--- config.mk ---
export PLATFORM = sky130hd
export DESIGN_NAME = brlite_tx_arbiter
export DESIGN_NICKNAME = d
export VERILOG_FILES = /design/src/rtl/brlite_tx_arbiter.sv
export SDC_FILE = /design/constraint.sdc
export NUM_CORES = 1
export LEC_CHECK = 0
export BUFFER_PORTS_ARGS = -buffer_cell sky130_fd_sc_hd__buf_4
export CAP_MARGIN = 40
export CORE_MARGIN = 5
export CORE_UTILIZATION = 44
export DETAILED_ROUTE_END_ITERATION = 8
export HOLD_SLACK_MARGIN = 0.02
export PLACE_DENSITY_LB_ADDON = 0.2
export SKIP_CTS_REPAIR_TIMING = 1
export SLEW_MARGIN = 20
export SYNTH_ARGS = -nofsm -noshare
export SYNTH_HDL_FRONTEND = slang
export SYNTH_SLANG_ARGS = --single-unit
export TNS_END_PERCENT = 5
--- constraint.sdc ---
create_clock -name clk_i -period 2.6 [get_ports clk_i]
set_input_delay 0.52 -clock clk_i [delete_from_list [all_inputs] [get_ports clk_i]]
set_output_delay 0.52 -clock clk_i [all_outputs]
set_load 0.01 [all_outputs]
--- src/rtl/brlite_tx_arbiter.sv ---
// brlite_tx_arbiter: round-robin sharing of the single BrLite output port.
// Requesters raise req_i with a stable payload; the winner's payload is
// latched, offered on br_req_o/br_data_o, and the winner gets a one-cycle
// ack_o (plus err_o when the watchdog gives up on an unacknowledged send).

package brlite_pkg;

    // Payload carried from a requester to the BrLite router local port.
    typedef struct packed {
        logic [7:0]  service;
        logic [31:0] payload;
    } brlite_out_t;

endpackage

// Handshake semantics: br_req_o is a level "valid" that rises one cycle
// after a grant and stays high with br_data_o frozen until br_ack_i is
// sampled high in SEND (or the watchdog expires); the requester side is a
// level req_i answered by a single-cycle ack_o, after which the requester
// drops req_i on the edge that samples ack_o.
module brlite_tx_arbiter
    import brlite_pkg::*;
#(
    parameter int N_REQ          = 2,
    parameter int TIMEOUT_CYCLES = 1024
) (
    input  logic                       clk_i,
    input  logic                       rst_ni,
    input  logic [N_REQ-1:0]           req_i,
    input  brlite_out_t [N_REQ-1:0]    data_i,
    output logic [N_REQ-1:0]           ack_o,
    output logic [N_REQ-1:0]           err_o,
    output logic [$clog2(N_REQ)-1:0]   grant_o,
    output logic                       busy_o,
    input  logic                       br_local_busy_i,
    output logic                       br_req_o,
    input  logic                       br_ack_i,
    output brlite_out_t                br_data_o
);

    localparam int GW = $clog2(N_REQ);
    localparam int CW = (TIMEOUT_CYCLES > 0) ? $clog2(TIMEOUT_CYCLES + 1) : 1;
    localparam logic [CW-1:0] CNT_LAST = CW'((TIMEOUT_CYCLES > 0) ? (TIMEOUT_CYCLES - 1) : 0);
    localparam logic [CW-1:0] CNT_MAX  = '1;
    localparam logic [GW-1:0] PTR_LAST = GW'(N_REQ - 1);

    typedef enum logic [1:0] {
        IDLE = 2'd0,
        SEND = 2'd1,
        ACK  = 2'd2
    } state_t;

    // state_q is kept as a plain named register so checkers can bind to it.
    state_t          state_q;
    logic [GW-1:0]   rr_ptr_q;
    logic [CW-1:0]   cnt_q;
    logic            found;
    logic [GW-1:0]   winner;
    logic            timeout;
    logic [GW-1:0]   ptr_next;

    // Pick the first requesting index at or after rr_ptr, wrapping explicitly
    // so non-power-of-two N_REQ never lands on a nonexistent requester.
    always_comb begin
        int idx;
        idx    = 0;
        found  = 1'b0;
        winner = '0;
        for (int k = 0; k < N_REQ; k++) begin
            idx = int'(rr_ptr_q) + k;
            if (idx >= N_REQ) begin
                idx = idx - N_REQ;
            end
            if (!found && req_i[idx[GW-1:0]]) begin
                found  = 1'b1;
                winner = idx[GW-1:0];
            end
        end
    end

    // Watchdog expiry and the pointer that follows the current winner.
    always_comb begin
        timeout  = (TIMEOUT_CYCLES != 0) && (cnt_q == CNT_LAST);
        ptr_next = (grant_o == PTR_LAST) ? '0 : grant_o + 1'b1;
    end

    assign busy_o = (state_q != IDLE);

    // Arbitration FSM with all BrLite and requester outputs registered.
    always_ff @(posedge clk_i or negedge rst_ni) begin
        if (!rst_ni) begin
            state_q   <= IDLE;
            rr_ptr_q  <= '0;
            cnt_q     <= '0;
            grant_o   <= '0;
            br_req_o  <= 1'b0;
            br_data_o <= '0;
            ack_o     <= '0;
            err_o     <= '0;
        end else begin
            case (state_q)
                IDLE: begin
                    if (found && !br_local_busy_i) begin
                        br_data_o <= data_i[winner];
                        grant_o   <= winner;
                        br_req_o  <= 1'b1;
                        cnt_q     <= '0;
                        state_q   <= SEND;
                    end
                end
                SEND: begin
                    if (br_ack_i) begin
                        br_req_o       <= 1'b0;
                        ack_o          <= '0;
                        ack_o[grant_o] <= 1'b1;
                        state_q        <= ACK;
                    end else if (timeout) begin
                        br_req_o       <= 1'b0;
                        ack_o          <= '0;
                        ack_o[grant_o] <= 1'b1;
                        err_o          <= '0;
                        err_o[grant_o] <= 1'b1;
                        state_q        <= ACK;
                    end else if (cnt_q != CNT_MAX) begin
                        cnt_q <= cnt_q + 1'b1;
                    end
                end
                ACK: begin
                    ack_o    <= '0;
                    err_o    <= '0;
                    rr_ptr_q <= ptr_next;
                    state_q  <= IDLE;
                end
                default: begin
                    state_q <= IDLE;
                end
            endcase
        end
    end

endmodule

# After elaboration in Yosys (flattened, before gate mapping)

Cells that the tools add are included.

Bits of input ports: 86
ROM bits: 0
Memories: 0
Memory bits (writable): 0
Register bits after elaboration: 60
Latch bits: 0

Shifts and indexed selects: 0
Equality and inequality tests: 10
$lt $le $gt $ge: 7
Bitwise gates (word level): 0
Reduce and logical (&&, ||, !) cells: 15
Div/mod/pow operators: 0
$add $sub $neg: 5
Muxes and demuxes: 33
Multipliers: 0

Operators by type and width:

| operator              | number |
|---|---|
| $mux 40               | 2 |
| $mux 11               | 4 |
| $pmux 11 s2           | 1 |
| $mux 1                | 15 |
| $mux 2                | 6 |
| $pmux 2 s2            | 3 |
| $add 11x1->11 const B | 1 |
| $eq 11x10->1 const B  | 1 |
| $ne 11x11->1 const B  | 1 |
| $ne 2x2->1 const B    | 5 |
| $lt 1x2->1 const B    | 4 |
| $reduce_and 2->1      | 3 |
| $reduce_and 3->1      | 2 |
| $reduce_bool 2->1     | 3 |
| $reduce_and 5->1      | 1 |
| $logic_and 1x1->1     | 3 |
| $ne 3x3->1 const B    | 1 |
| $add 1x1->2 const B   | 1 |
| $eq 2x1->1 const B    | 1 |
| $eq 2x2->1 const B    | 1 |
| $ge 1x2->1 const B    | 1 |
| $ge 2x2->1 const B    | 1 |
| $logic_not 1->1       | 2 |
| $logic_not 2->1       | 1 |
| other kinds (5)       | 6 |

# Depth between registers and ports, before layout

Gate-level depths: netlist (run 1).

Depth after elaboration: 11
Depth in mapped cells: 8
Mapped depth without buffers: 6

# Worst setup path before layout (run 1)

OpenSTA, ideal clock, no wires.

Path type: reg-to-reg
Start point: register cnt_q[0]
End point: register err_o[0]
Required time: 2.472 ns
Stages on the path, launching flop included: 7
Setup slack: 0.759 ns
Buffers on the path: 1
Setup time: 0.128 ns
Arrival: 1.713 ns
Cells stage by stage: dfrtp_1 ha_1 nand3_1 or3_1 buf_4 o2bb2ai_4 mux2_1

Cells in the longest elaborated chain, start to end: 3

Ends and longest elaborated chain:

| what                              | RTL line | RTL |
|---|---|---|
| start, declared                   | 56       | `logic [CW-1:0] cnt_q;` |
| start signal, assigned            | 125      | `cnt_q <= cnt_q + 1'b1;` |
| $eq 11x10->1                      | 83       | `timeout = (TIMEOUT_CYCLES != 0) && (cnt_q == CNT_LAST);` |
| $ne 2x2->1 (no source line)       | -        |  |
| $reduce_and 3->1 (no source line) | -        |  |
| end signal, assigned              | 99       | `err_o <= '0;` |
| end signal, assigned              | 121      | `err_o <= '0;` |
| end signal, assigned by index     | 122      | `err_o[grant_o] <= 1'b1;` |
| end, declared                     | 32       | `output logic [N_REQ-1:0] err_o,` |

No other way between the ends.
A chain may end at the register's enable or synchronous reset.

# Final worst setup path (run 1)

Start point: register state_q[1]
End point: register cnt_q[4]

Cells in the longest elaborated chain, start to end: 3
Elaborated cells on any way between the ends: 9

Ends and longest elaborated chain:

| what                                                                    | RTL line | RTL |
|---|---|---|
| start, declared                                                         | 54       | `state_t state_q;` |
| start signal, assigned                                                  | 92       | `state_q <= IDLE;` |
| start signal, assigned                                                  | 108      | `state_q <= SEND;` |
| start signal, assigned                                                  | 116      | `state_q <= ACK;` |
| $eq 2x1->1 / $logic_not 2->1 (equally long branches)                    | 101      | `case (state_q)` |
| $ne 2x2->1 (no source line) / $reduce_bool 2->1 (equally long branches) | -        |  |
| $reduce_and 5->1 (no source line)                                       | -        |  |

Parallel ways exist; a longest one is shown, timed or not.

==> results of run 1 <==
## state kept, by name, indices dropped and copies added (netlist names)
name / flops
ack_o: 2
br_data_o: 40
br_req_o: 1
cnt_q: 11
err_o: 2
grant_o: 1
rr_ptr_q: 1
state_q: 2
## cell type report
class	instances	share of cell area, %
Inverter	9	0.7925
Clock buffer	10	2.994
Multi-Input combinational cell	208	31.93
Timing Repair Buffer	134	24.19
Clock inverter	6	2.612
Sequential cell	60	35.22
Tap cell	77	2.260
## stage by stage
stage                     cell area, sq um  util [%]  power (mW)  setup slack, ps
after floorplan                       2954         -       2.497            759.0
after global placement                4024     62.65       3.344            603.4
after detailed placement              4024     62.65       3.394            480.5
after CTS                             4263     66.37       4.404            473.0
after global routing                  4263     66.37       4.673            178.7
final                                 4263     66.37       4.348            385.5
## cells by family after synthesis
family | Yosys count | share of synthesized area (%)
adder cells (fa/ha/maj) | 5 | 2.118
AO/OA/AOI/OAI | 77 | 15.46
flip-flops | 60 | 50.83
AND/OR/NAND/NOR | 80 | 12.45
XOR/XNOR | 1 | 0.2965
multiplexers | 45 | 15.37
buffers and inverters | 24 | 3.473
## routing by layer
metal	track usage [%]	wire [um]
met4	5.322	57
met1	21.80	3113
met5	0	0
met2	31.20	3811
met3	5.810	605
## placed cells by master, fill, tap and decap left out, types with 2 or more instances in the layout
cell and count:
sky130_fd_sc_hd__a21oi_1 8, sky130_fd_sc_hd__a31oi_1 12, sky130_fd_sc_hd__and3_1 4, sky130_fd_sc_hd__buf_12 2, sky130_fd_sc_hd__buf_4 132, sky130_fd_sc_hd__bufinv_16 3
sky130_fd_sc_hd__clkbuf_8 9, sky130_fd_sc_hd__dfrtp_1 60, sky130_fd_sc_hd__ha_1 5, sky130_fd_sc_hd__inv_1 9, sky130_fd_sc_hd__mux2_1 2, sky130_fd_sc_hd__mux2i_1 42
sky130_fd_sc_hd__nand2_1 50, sky130_fd_sc_hd__nand2b_1 5, sky130_fd_sc_hd__nand3_1 5, sky130_fd_sc_hd__nand4_1 2, sky130_fd_sc_hd__nor2_1 6, sky130_fd_sc_hd__o21ai_0 47
## critical path, stage by stage (launching register included)
cell                       delay (ps)
sky130_fd_sc_hd__dfrtp_1          400
sky130_fd_sc_hd__inv_1            110
sky130_fd_sc_hd__ha_1             540
sky130_fd_sc_hd__nand2b_1         160
sky130_fd_sc_hd__a21oi_1          570
sky130_fd_sc_hd__a31oi_1          160
sky130_fd_sc_hd__a31oi_1          180
## synth_stat cells
cell | n | share of area, %
sky130_fd_sc_hd__or2_1 | 1 | 0.21
sky130_fd_sc_hd__a21oi_1 | 8 | 1.4
sky130_fd_sc_hd__o22ai_1 | 1 | 0.21
sky130_fd_sc_hd__mux2_1 | 2 | 0.76
sky130_fd_sc_hd__mux2i_1 | 42 | 14
sky130_fd_sc_hd__clkbuf_1 | 5 | 0.64
sky130_fd_sc_hd__nand3_1 | 5 | 0.85
sky130_fd_sc_hd__and3_1 | 4 | 0.85
sky130_fd_sc_hd__or3_1 | 1 | 0.21
sky130_fd_sc_hd__nor4_1 | 1 | 0.21
sky130_fd_sc_hd__dfrtp_1 | 60 | 51
sky130_fd_sc_hd__o21ai_1 | 1 | 0.17
sky130_fd_sc_hd__nor4b_1 | 1 | 0.30
sky130_fd_sc_hd__nor3_1 | 1 | 0.17
sky130_fd_sc_hd__nor2b_1 | 1 | 0.21
sky130_fd_sc_hd__ha_1 | 5 | 2.1
sky130_fd_sc_hd__xnor2_1 | 1 | 0.30
sky130_fd_sc_hd__o41ai_2 | 1 | 0.55
sky130_fd_sc_hd__o211ai_1 | 1 | 0.25
sky130_fd_sc_hd__o2bb2ai_4 | 1 | 0.93
sky130_fd_sc_hd__o21ai_0 | 47 | 8.0
sky130_fd_sc_hd__a22oi_2 | 1 | 0.42
sky130_fd_sc_hd__a31oi_1 | 12 | 2.5
sky130_fd_sc_hd__nor3b_1 | 1 | 0.25
sky130_fd_sc_hd__nor2_1 | 6 | 0.76
sky130_fd_sc_hd__o21bai_1 | 1 | 0.25
sky130_fd_sc_hd__buf_1 | 2 | 0.25
sky130_fd_sc_hd__mux2_2 | 1 | 0.38
sky130_fd_sc_hd__inv_1 | 9 | 1.1
sky130_fd_sc_hd__nand2b_1 | 5 | 1.1
sky130_fd_sc_hd__buf_2 | 7 | 1.2
sky130_fd_sc_hd__a21boi_0 | 1 | 0.25
sky130_fd_sc_hd__nand3_4 | 1 | 0.59
sky130_fd_sc_hd__o31ai_1 | 1 | 0.25
sky130_fd_sc_hd__nand4_1 | 2 | 0.42
sky130_fd_sc_hd__a32oi_1 | 1 | 0.30
sky130_fd_sc_hd__buf_4 | 1 | 0.25
sky130_fd_sc_hd__nand2_1 | 50 | 6.4
## power by group
part / leakage, nW / switching, mW / total (mW) / internal (mW)
clock network: 0.117 / 0.356 / 0.994 / 0.638
registers: 0.758 / 0.237 / 1.55 / 1.32
logic: 1.30 / 0.921 / 1.80 / 0.879
total: 2.18 / 1.51 / 4.35 / 2.83
## final timing paths
kind | cells after the start | startpoint | slack (ps) | endpoint
min in group clk_i | 3 | data_i[42] | 480 | br_data_o[2]
max in group asynchronous | 1 | rst_ni | 1850 | br_data_o[38]
max reg2reg | 6 | state_q[1] | 390 | cnt_q[4]
min | 1 | rst_ni | 240 | br_data_o[10]
max | 6 | state_q[1] | 390 | cnt_q[4]
min reg2reg | 2 | br_data_o[8] | 480 | br_data_o[8]
==> metrics list, run 1 <==
* Outcome: finished clean
- Final hold viol count: 0
- Flip-flop and latch area: 1501 sq um
* Area of the die: about 8500 sq um
- Total number of nets in the final design: 513
* DP HPWL: 5736 um
* Class of the tightest hold or removal check: input pin to asynchronous set/reset pin
- For the pin with the worst max-slew slack, the measured transition is 747.8 ps.
* Setup_tns: 0 ps
- The count of nets left with antenna violations once routing finished came out at 0.
- For this configuration, the core starts out at a cell density of 46.00%.
* Cells after DPL: approximately 500
- The clock arrives with between 6 and 7 ps of skew.
* Peak supply drop: 0.7413 mV
- TritonCTS built the clock tree.
* Critical path fanouts, max: 17
- CTS root buffer: sky130_fd_sc_hd__clkbuf_8
- Worst EP arrival: 2450 ps
- Fin. max-slew vios: 0
- Post-synthesis cell type count: 38
- The total area inside the core boundary comes to 6422 sq um.
* Synth Instances: 292
- I/O pin count: ~130
* Ratio of cells with drive above 1 in the final layout: between 30% and 40%
- The Yosys step of the flow raised 0 warnings.
- For this block, the routed nets add up to about 7600 um of wire.
- Overflow after GRT: 0
- Setup violations remaining at the end of the flow were counted as 0.
* Placer congestion estimate: 0.8496
- Worst path required time: 2840 ps
* Reported leakage power: roughly 2.2 nW
- The initialized floorplan defines 29 standard-cell rows.
- Via Count: roughly 2600
- TritonCTS created 9 clock buffers.
- In the routed layout, each cell is associated on average with a via count of 5.190.
- Footprint of the multi-input gates: about 1400 sq um
* Clock transition time at the flip-flop clock pins of the worst setup and hold paths: 70 ps
- Maximum achievable frequency: 451.6 MHz
- The number of antenna diodes in the final layout is 0.
* Netlist Area Pre-Place: 2954 sq um
- Endpoint kind of the worst setup timing path: flip-flop
- In this run, synthesis produced a sequential element count of 60.
- The first routing iteration left 86 violations.
- When the netlist entered floorplanning its net count stood at 383.
* Horizontal die dimension: 91.94 um
- The worst setup path is of the flip-flop to flip-flop kind.
- The pre-antenna-repair detailed-routing pass consisted of 4 iterations.
- Max Root-Sink Buffers: 2
- The via count of the first global-routing pass is between 2000 and 3000.
- Input/output buffers: 132
* RSZ-0062 raised after global routing: false
* Crit path time final: 2215 ps
- Max-capacitance violation count: 0
* Overall routing resource usage: between 15 and 20%
- In this run the vertical extent of the chip is 91.94 um.
- STA classifies the critical path startpoint as a flip-flop.
- Final hold analysis gives a worst-case slack of 244.0 ps.
- Dividing total power by cell area gives a power density of between 1000 and 1500 nW/um^2.
- Fillers: 528
- Sequential elements use 50.83% of the synthesized area.
- Per-cell routed wire length: 15.05 um
* Latest clock arrival within the worst-skew pair: about 330 ps
* Maximum number of pins on one net before global-route repair: 76
- CTS HTree Levels: 3
- For this design, the sink count on the clock tree is 60.
* Headroom to the max-slew limit: 50.14%
- Area added between synthesis and finish: 44.30%
- A synthesized cell averages 10.12 sq um.
* DRC violation count after routing: 0
- The initial antenna violation count came to 0.
* Global-route wire length before repair: 12360 um
* Share of the clock period used by the worst path: between 80% and 90%
* Count of placed standard cells in the final layout, fillers left out: 504
No activity file was read; power rests on OpenSTA's default activity.
==> run 2, diff against run 1 <==
--- a/config.mk
+++ b/config.mk
@@ -12,6 +12,7 @@
 export DETAILED_ROUTE_END_ITERATION = 8
 export HOLD_SLACK_MARGIN = 0.02
 export PLACE_DENSITY_LB_ADDON = 0.2
+export RECOVER_POWER = 25
 export SKIP_CTS_REPAIR_TIMING = 1
 export SLEW_MARGIN = 20
 export SYNTH_ARGS = -nofsm -noshare
==> constraint.sdc (replaced) <==
create_clock -name clk_i -period 2.6 [get_ports clk_i]
set_input_delay 0.52 -clock clk_i [delete_from_list [all_inputs] [get_ports clk_i]]
set_output_delay 0.52 -clock clk_i [all_outputs]
set_load 0.1 [all_outputs]
==> metrics list, run 2 (synthesis results as in run 1) <==
* Die Y-Extent: roughly 90 um
- Clock-pin slew was measured on the worst setup and hold paths at 70 ps.
* Worst EP arrival: around 2500 ps
* First-pass DRT Iterations: 4
- Endpoint kind of the worst setup timing path: flip-flop
- Setup_tns: 0 ps
* Worst path required time: 2840 ps
* Max Root-Sink Buffers: 2
* Area added between synthesis and finish: 44.22%
* Largest register by flop count: br_data_o
- Crit path time final: between 2000 and 2500 ps
- Maximum achievable frequency: approximately 450 MHz
- Setup repair after global routing left no endpoint under its margin.
- The final-report max-slew violation count was 0.
- The critical path is of the flip-flop to flip-flop type.
- In this run the core area contains 29 standard-cell rows.
- In the layout the commonest cells are sky130_fd_sc_hd__buf_4, sky130_fd_sc_hd__dfrtp_1, sky130_fd_sc_hd__nand2_1.
* Number of global-route vias before repair: between 2000 and 3000
- Setup violations remaining at the end of the flow were counted as 0.
- Skew final: 6.916 ps
- Outcome: finished clean
* Total number of nets in the final design: 513
- Most frequent standard cell in the layout excluding fill and tap cells: sky130_fd_sc_hd__buf_4
- At the pin with the least slew margin, the transition time is 1463 ps.
* Max-capacitance violation count: 0
- Top flop regs: br_data_o (40), cnt_q (11)
* Pre-CTS setup slack: roughly 480 ps
- Once detail routing completed, the nets flagged for antenna violations numbered 0.
- CP peak stage delay: 580 ps
* TritonCTS buffer count: 9
* Cells after DPL: approximately 490
- In the final layout, the share of cells above drive strength 1 is 36.53%.
* Area of the die: 8452 sq um
* Input/output buffers: 132
- For this run the aggregate overflow at the end of global routing stands at 0.
* Cell type with the highest occurrence count on the critical path: sky130_fd_sc_hd__a31oi_1
- The routed design has approximately 7600 um of wire.
* Worst path cell trace: inv_1 > ha_1 > nand2b_1 > a21oi_1 > a31oi_1 > a31oi_1
- Core area: 6422 sq um
- Placer congestion estimate: between 0.8 and 0.9
- STA classifies the critical path startpoint as a flip-flop.
- The worst path uses 85.66% of the clock period.
- Overall routing resource usage: 18.13%
* Headroom to the max-slew limit: approximately 2.5%
- Measured along the x axis, the die boundary spans about 92 um.
- Per-cell routed wire length: 15.05 um
- Ratio of routed vias to standard cells: 5.194
- Critical path fanouts, max: 17
- Initial standard-cell utilization of the core: between 40% and 50%
- The first global-routing pass estimated 12360 um of wire.
* Count of placed standard cells in the final layout, fillers left out: 504
- Flip-flop count of the largest register after layout: 40
- Critical Path Slowest Stage Cell: sky130_fd_sc_hd__a21oi_1
* DP HPWL: 5736 um
- Clock latency on the worst-skew pair, taken at its later pin, is about 330 ps.
- The detailed router placed ~2600 vias in this run.
- I/O pin count: 133
- DRC violation count after routing: 0
- Setup slack after layout: 372.9 ps
- TritonCTS built the clock tree.
- Hold timing on the final database bottoms out at a slack of 477.7 ps.
* Antenna diodes: 0
* CTS HTree Levels: 3
- The initial antenna violation count is 0.
* Final hold viol count: 0
* Class of the tightest hold or removal check: input pin to flip-flop
* Maximum number of pins on one net before global-route repair: 76
- Total number of clock tree sinks: 60
* CTS root buffer: sky130_fd_sc_hd__clkbuf_8
- 1st-iter DRT viols: 86
## run 2: changes by cell type in the layout (fill, tap and decap cells not counted), sizes merged
cell    change
buf         -1
clkbuf      +1
## run 2: final timing paths
path	start	endpoint	slack [ps]	depth (start not counted)
worst max-delay path	state_q[1]	cnt_q[4]	370	6
worst min-delay path	data_i[42]	br_data_o[2]	480	3
worst max register to register	state_q[1]	cnt_q[4]	370	6
worst min register to register	br_data_o[8]	br_data_o[8]	480	2
max in group asynchronous	rst_ni	br_data_o[38]	1180	1
min in group asynchronous	rst_ni	br_data_o[10]	530	1
## run 2: final cells by class
type | count | area (sq um)
clock buffer | 10 | 127.6
tap | 77 | 96.34
multi-input combinational | 208 | 1361
clock inverter | 6 | 111.4
timing repair buffer | 134 | 1028
fill | 529 | 2162
sequential | 60 | 1501
inverter | 9 | 33.78
## run 2: routing by layer
layer / part of all wire, % / global-route usage (%)
met5: 0 / 0
met4: 0.75 / 5.322
met3: 7.9 / 5.810
met2: 50 / 31.20
met1: 41 / 21.80
## run 2: critical path, delay by kind of cell, from the launching register on
kind	cells	cell delay [ps]
buffers and inverters	1	110
adders and majority gates	1	540
and+or+nand+nor	1	160
DFF	1	400
AOI/OAI and AO/OA	3	920
## run 2: metrics by stage
stage	utilization, %	instance area, sq um
after floorplan	-	2954
after global placement	62.65	4024
after detailed placement	62.65	4024
after CTS	66.37	4263
after global routing	66.34	4260
final	66.34	4260
Power of run 2 is left out: the tool's default activity adds up to more than one toggle a clock period on the data nets, which glitch-free logic cannot reach.
